File: src/rtl/branch_target_buffer.sv
// branch_target_buffer
//   Direct-mapped branch target buffer with 2-bit saturating direction
//   counters. Lookup is purely combinational so fetch never stalls; updates
//   from execute commit on the next rising edge with no bypass into lookup.
//
// Ports
//   clk, rst           rising-edge clock, asynchronous active-high reset
//   lookup_pc          fetch PC being predicted
//   hit                lookup_pc matches a valid entry
//   predict_taken      hit and counter in a taken state
//   predict_target     stored target when predicted taken, else lookup_pc+4
//   update_en          resolved branch/jump from execute this cycle
//   update_pc          PC of the resolved instruction
//   update_taken       resolved direction
//   update_target      resolved target address
//   update_mispredict  execute flagged a wrong prediction (qualified by update_en)
//   mispredict_count   saturating count of qualified mispredicts
//   update_count       saturating count of update_en cycles
module branch_target_buffer #(
  parameter int ENTRIES = 16,
  parameter int IDX_W   = 4
) (
  input  logic        clk,
  input  logic        rst,
  input  logic [31:0] lookup_pc,
  output logic        hit,
  output logic        predict_taken,
  output logic [31:0] predict_target,
  input  logic        update_en,
  input  logic [31:0] update_pc,
  input  logic        update_taken,
  input  logic [31:0] update_target,
  input  logic        update_mispredict,
  output logic [15:0] mispredict_count,
  output logic [15:0] update_count
);

  localparam int TAG_W = 30 - IDX_W;

  logic [ENTRIES-1:0]            validQ;
  logic [ENTRIES-1:0][1:0]       ctrQ;
  logic [ENTRIES-1:0][TAG_W-1:0] tagQ;
  logic [ENTRIES-1:0][31:0]      targetQ;

  logic [IDX_W-1:0] lkIdx, upIdx;
  logic [TAG_W-1:0] lkTag, upTag;
  logic             upHit;

  // Instruction alignment bits carry no information for prediction.
  logic unusedPcBits;
  assign unusedPcBits = ^{lookup_pc[1:0], update_pc[1:0]};

  assign lkIdx = lookup_pc[IDX_W+1:2];
  assign lkTag = lookup_pc[31:IDX_W+2];
  assign upIdx = update_pc[IDX_W+1:2];
  assign upTag = update_pc[31:IDX_W+2];

  // Lookup reads registered state only, so a same-cycle update is not seen.
  always_comb begin
    hit            = validQ[lkIdx] && (tagQ[lkIdx] == lkTag);
    predict_taken  = hit && ctrQ[lkIdx][1];
    predict_target = predict_taken ? targetQ[lkIdx] : lookup_pc + 32'd4;
  end

  assign upHit = validQ[upIdx] && (tagQ[upIdx] == upTag);

  // Valid bits and counters are the only entry state that needs reset.
  always_ff @(posedge clk or posedge rst) begin
    if (rst) begin
      validQ <= '0;
      ctrQ   <= {ENTRIES{2'b01}};
    end else if (update_en) begin
      if (upHit) begin
        if (update_taken) begin
          if (ctrQ[upIdx] != 2'b11) ctrQ[upIdx] <= ctrQ[upIdx] + 2'd1;
        end else if (ctrQ[upIdx] != 2'b00) begin
          ctrQ[upIdx] <= ctrQ[upIdx] - 2'd1;
        end
      end else if (update_taken) begin
        validQ[upIdx] <= 1'b1;
        ctrQ[upIdx]   <= 2'b10;
      end
    end
  end

  // Tag/target written on every taken update: on a hit the tag is rewritten
  // unchanged, on a miss it is the allocation. Not-taken never writes.
  always_ff @(posedge clk) begin
    if (update_en && update_taken && !rst) begin
      tagQ[upIdx]    <= upTag;
      targetQ[upIdx] <= update_target;
    end
  end

  always_ff @(posedge clk or posedge rst) begin
    if (rst) begin
      mispredict_count <= '0;
      update_count     <= '0;
    end else if (update_en) begin
      if (update_count != 16'hFFFF) update_count <= update_count + 16'd1;
      if (update_mispredict && mispredict_count != 16'hFFFF)
        mispredict_count <= mispredict_count + 16'd1;
    end
  end

endmodule

File: config.mk
export PLATFORM = sky130hd
export DESIGN_NAME = branch_target_buffer
export DESIGN_NICKNAME = d
export VERILOG_FILES = /design/src/rtl/branch_target_buffer.sv
export SDC_FILE = /design/constraint.sdc
export NUM_CORES = 1
export LEC_CHECK = 0
export BUFFER_PORTS_ARGS = -buffer_cell sky130_fd_sc_hd__buf_2
export CELL_PAD_IN_SITES_DETAIL_PLACEMENT = 1
export CELL_PAD_IN_SITES_GLOBAL_PLACEMENT = 1
export CORE_UTILIZATION = 49
export CTS_CLUSTER_SIZE = 25
export DETAILED_ROUTE_END_ITERATION = 10
export PLACE_DENSITY_LB_ADDON = 0.3
export SYNTH_ARGS = -nofsm -noshare
export SYNTH_HDL_FRONTEND = slang
export SYNTH_SLANG_ARGS = --single-unit
export TNS_END_PERCENT = 5
File: constraint.sdc
create_clock -name clk -period 3.7 [get_ports clk]
set_clock_uncertainty 0.2 [all_clocks]
set_input_delay 0.37 -clock clk [delete_from_list [all_inputs] [get_ports clk]]
set_output_delay 0.37 -clock clk [all_outputs]
set_load 0.03 [all_outputs]
; Word level (Yosys, flattened, before mapping)
; Cells that the tools add are included.
[op_classes]
shift = 0
n_eq_ne = 6
n_mux = 32
mul = 0
n_div = 0
addsub = 5
order_cmp = 3
reduce_logical = 15
bitwise = 5
[ops]
columns = op, n
row1 = $bwmux 512, 1
row2 = $bwmux 416, 1
row3 = $mux 32, 8
row4 = $bmux 26 s4, 2
row5 = $bmux 32 s4, 1
row6 = $demux 32 s4, 1
row7 = $demux 26 s4, 1
row8 = $mux 26, 3
row9 = $bwmux 32, 2
row10 = $eq 26x26->1, 2
row11 = $add 16x1->16 const B, 2
row12 = $add 32x3->32 const B, 1
row13 = $ne 16x16->1 const B, 2
row14 = $or 16x16->16, 2
row15 = $and 16x16->16, 1
row16 = $bmux 2 s4, 2
row17 = $not 16->16, 1
row18 = $lt 4x5->1 const B, 2
row19 = $bmux 1 s4, 2
row20 = $demux 2 s4, 1
row21 = $logic_and 1x1->1, 7
row22 = $mux 2, 3
row23 = $reduce_bool 2->1, 3
row24 = $demux 1 s4, 1
row25 = 11 further kinds, 14
[totals]
reg_bits = 1008
input_bits = 101
rom_bits = 0
mem_count = 0
mem_bits_rw = 0
latch_bits = 0
out_inout_bits = 66

; Depth between registers and ports, before layout
[depth]
ltp_word = 8
mapped_depth = 15

; Worst setup path after synthesis
; Ideal clock, no wire load.
[synth_path]
path_kind = input to register
startpoint = in rst
endpoint = reg tagQ[104] in the netlist's numbering (enable)
setup_slack_ps = -2196
stages = 4
setup_time_ps = 474
n_path_buf = 1
arrival_time_ps = 5222
path_cell_list = inv_1 > nand2_1 > clkbuf_1 > nor2_1
[synth_via]
elab_chain_cells = 2
[synth_lines]
columns = item, line_no
row1 = "start, declared", 24  ; input logic rst,
row2 = $logic_not 1->1 (no line), --
row3 = $logic_and 1x1->1, 89  ; if (update_en && update_taken && !rst) begin
row4 = "end signal, assigned by index", 90  ; tagQ[upIdx] <= upTag;
row5 = "end, declared", 42  ; logic [ENTRIES-1:0][TAG_W-1:0] tagQ;
; Every way passes these cells.
; A chain may end at the register's enable or synchronous reset.

; Final worst setup path
[layout_path]
startpoint = reg tagQ[353] in the netlist's numbering
endpoint = out predict_target[1]
[layout_via]
elab_chain_cells = 6
[layout_lines]
columns = item, line_no
row1 = $bmux 26 s4, 60  ; hit = validQ[lkIdx] && (tagQ[lkIdx] == lkTag);
row2 = $mux 26 (implied by the code), 60
row3 = $eq 26x26->1, 60
row4 = $logic_and 1x1->1, 60
row5 = $logic_and 1x1->1, 61  ; predict_taken = hit && ctrQ[lkIdx][1];
row6 = $mux 32, 62  ; predict_target = predict_taken ? targetQ[lkIdx] : lookup_pc + 32'd4;
row7 = "end, declared", 28  ; output logic [31:0] predict_target,
; Every way passes these cells. The select of a mux whose other input is x is not followed.

==> summary.txt <==
Synth
  • Register bit count reported by yosys: 1008
  • Cell type contributing the most total cell area after synthesis: edfxtp_1
  • Share of the synthesized area in the top cell type: 62.5%
  • Unique cell type count in the Yosys netlist: 72
  • Synthesized cell area: 44600 um^2
  • Share of synthesized area occupied by flip-flops and latches: 67.0%
  • Number of warnings issued by yosys: 0
  • Async SR Flop Fraction: 7.94%
  • Number of nets in the synthesized netlist: 2366
  • Top post-synthesis cells by area: edfxtp_1 (63%), mux4_2 (19%), dfrtp_1 (3.6%), mux2i_1 (3.1%), xnor2_1 (1.6%)
  • Commonest register cell after synthesis: edfxtp_1
  • Number of flops mapped to enable cells by yosys: 928
  • Mapped Cells: 2260
  • Syn_area_per_cell: 19.7 um^2

Pwr
  • Standby leakage power: 18.2 nW
  • Total power divided by cell area: 488 nW/um^2
  • Max rail drop VDD: 0.000491 V

STA
  • Setup total negative slack: -19980 ps
  • Tcrit/Tclk final: 119%
  • Highest attainable clock frequency: 228 MHz
  • Final Hold Viols: 0
  • Final count of pins violating max slew: 0
  • Unrepaired setup endpoints after global routing: yes
  • Max_slew headroom: 42.8%
  • Least setup slack across all paths after layout: -695 ps
  • Slew at the pin closest to its max-slew limit: 857 ps
  • Total of endpoints with negative setup slack in the final report: 40
  • Post-layout minimum cycle time: 4390 ps

Global route
  • First-pass GRT wire length: 193 mm
  • Global-route total usage across every layer: 29.1%
  • Initial antenna violation count: 6
  • Number of global-route vias before repair: 27500
  • Remaining Overflow, GRT: 0
  • Largest net degree at the start of global routing: 77

Placement
  • Detailed placer's ending HPWL: 86.9 mm
  • Port Buffers: 164
  • Global placer's final weighted congestion: 0.873
  • Worst-case setup slack after placement: -751 ps
  • Placed Instances: 3745

Setup path
  • Library cell contributing the largest single delay on the critical path: mux4_2
  • Startpoint Class: register
  • Critical register-to-register path startpoint: tagQ[12]
  • Kind of cell adding the most delay to the critical path: multiplexers
  • Crit path arrival time: 3820 ps
  • CP required: 3130 ps
  • Worst Path Class, Setup: reg2out
  • Worst Reg2Reg Path Length in Cells: 12
  • CP cell instances: mux4_2 -> mux2i_1 -> mux2i_1 -> xnor2_1 -> nand4_1 -> nor3_2 -> and4_4 -> buf_12 -> buf_12 -> mux2_4 -> buf_6
  • Worst Setup End Kind: output pin
  • Flop2flop setup slack: -30 ps
  • Worst Path Max Fanout: 5
  • Critical register-to-register path endpoint: ctrQ[15]
  • Buf+Inv Stages, Crit Path: 3
  • Slowest stage delay, CP: 470 ps

CTS
  • Clock sink count: 1008
  • Inserted Clock Buffers: 105
  • Largest buffer count on any clock path: 3
  • Clock insertion delay at the later pin of the skew report: 720 ps
  • Clock tree from TritonCTS: yes
  • Clock transition at path regs: 60 ps
  • Clock Root Buffer: clkbuf_16
  • Total number of H-tree levels: 3

Worst hold path
  • Source of the worst hold timing path: update_en
  • Cell count of the worst hold path: 4
  • Hold Path End: update_count[1]
  • Hold/Removal Path Class: in2reg

Detailed routing
  • Routed wire length: 134 mm
  • Met2 wirelength from detailed routing: 67.3 mm
  • Detailed router's first-iteration violation count: 3036
  • Remaining antenna violation count: 0
  • DRT Pass-1 Iters: 5
  • Met3 wire len: 10.6 mm
  • Wire length on met1: 52.5 mm
  • DRC violations left: 0
  • Wirelength per Cell: 33.4 um
  • Via-to-Cell Ratio: 6.42
  • Top Metal Used: met5
  • Overall via count from detail_route: 25700

Final layout
  • Sequential cell area in the final layout: 29900 um^2
  • Count of filler cells inserted in the layout: 7746
  • Area used by multi-input combinational logic: 14200 um^2
  • Ratio of cells with drive above 1 in the final layout: 38.1%
  • Post-route insts no fill: 4012
  • Post-layout net count: 2849
  • Synth-to-layout area growth: 20.7%

Floorplanning
  • Placeable Area: 90000 um^2
  • Die Width: 304 um
  • Cell Rows: 110
  • Die Span Y: 304 um
  • Starting Density: 49.5%
  • Floorplan die area: 92200 um^2
  • IO Pins: 167

Run status
  • Outcome: finished, violations left
  • Violations in the final reports: setup timing

Run
  • Number of maximum-capacitance violations: 0
what timing repair did:
item / 4_1_cts / 5_1_grt
cloned: 1 / 0
pin swaps: 8 / 8
endpoints found under the setup margin: 62 / 66
hold buffers: 60 / 0
endpoints found under the hold margin: 922 / 0
resized for setup: 85 / 29
setup buffers: 1 / 6
how the worst max path moves through the flow:
stage / start / endpoint / slack [ps] / cells after the start
floorplan: rst / tagQ[130] / -500 / 4
global placement: lookup_pc[2] / predict_target[28] / -620 / 14
detailed placement: lookup_pc[2] / predict_target[8] / -750 / 13
CTS: tagQ[161] / predict_target[1] / -740 / 10
global route: tagQ[373] / predict_target[29] / -760 / 11
finish: tagQ[353] / predict_target[1] / -690 / 11
Yosys cell counts (all sizes together) (17+ instances only):
master / n
dfrtp: 64
nand2: 98
edfxtp: 928
nand4: 17
buf: 89
nand3: 48
xnor2: 79
mux4: 373
clkbuf: 44
nor2: 57
o21ai: 39
xor2: 37
inv: 17
mux2i: 139
mux2: 47
power breakdown:
group / switching, W / internal (W)
Clock: 0.00460 / 0.00623
Combinational: 0.00146 / 0.00113
Sequential: 0.000178 / 0.0127
worst min-delay path, cell delays in order:
cell and delay [ps]:
buf_2 180, o31a_1 150, nand2_1 70, nand2_1 40
routing by layer:
metal	global-route usage, %	vias to the layer above
met4	8.44	4
met3	5.40	216
met2	48.5	1302
li1	-	10400
met1	39.2	13800
met5	0	-
sequential cells by signal (all words and copies together), names as in the netlist:
register / count
targetQ: 512
tagQ: 416
ctrQ: 32
mispredict_count: 16
update_count: 16
validQ: 16
logic make-up after synthesis:
kind of cell / Yosys count / share of synthesized area [%]
AO/OA/AOI/OAI: 147 / 2.70
XOR/XNOR: 116 / 2.28
adder cells (fa/ha/maj): 5 / 0.140
buffers and inverters: 152 / 1.76
flip-flops: 1008 / 67.0
multiplexers: 559 / 23.2
AND/OR/NAND/NOR: 273 / 2.92
through the flow:
stage          util (%)  total power [W]  instance area [um^2]  hold WS (ps)
2_1_floorplan         -           0.0144                 44600           255
3_3_place_gp       54.7           0.0154                 49200           212
3_5_place_dp       54.7           0.0155                 49200           228
4_1_cts            59.6           0.0263                 53600          6.79
5_1_grt            59.8           0.0268                 53800          9.29
6_report           59.8           0.0262                 53800          3.19
cell usage in the layout, fill, tap and decap left out, types with 15 or more instances in the layout:
cell	instances
o21bai_1	16
nand3_1	47
buf_4	240
nand2_1	94
o21ai_1	17
dfrtp_1	64
xnor2_1	77
clkinv_2	15
nor2_1	41
nor2_4	16
buf_6	17
dfstp_2	16
edfxtp_1	928
o21ai_0	16
clkbuf_1	23
clkinv_1	24
buf_12	66
mux4_2	373
mux2i_1	135
buf_2	123
nand4_1	17
mux2_2	20
a22oi_1	15
xor2_1	36
clkbuf_16	106
mux2_1	20
dlygate4sd3_1	60
inv_1	16
cell type report:
type	count	share of cell area, %
flip-flops and latches	1008	55.5
repair buffers	509	8.50
diodes	4	0.0186
inverters	19	0.139
clock buffers	133	5.19
clock inverters	63	1.41
well taps	1176	2.73
multi-input cells	1100	26.5
No activity file was read; power rests on OpenSTA's default activity.
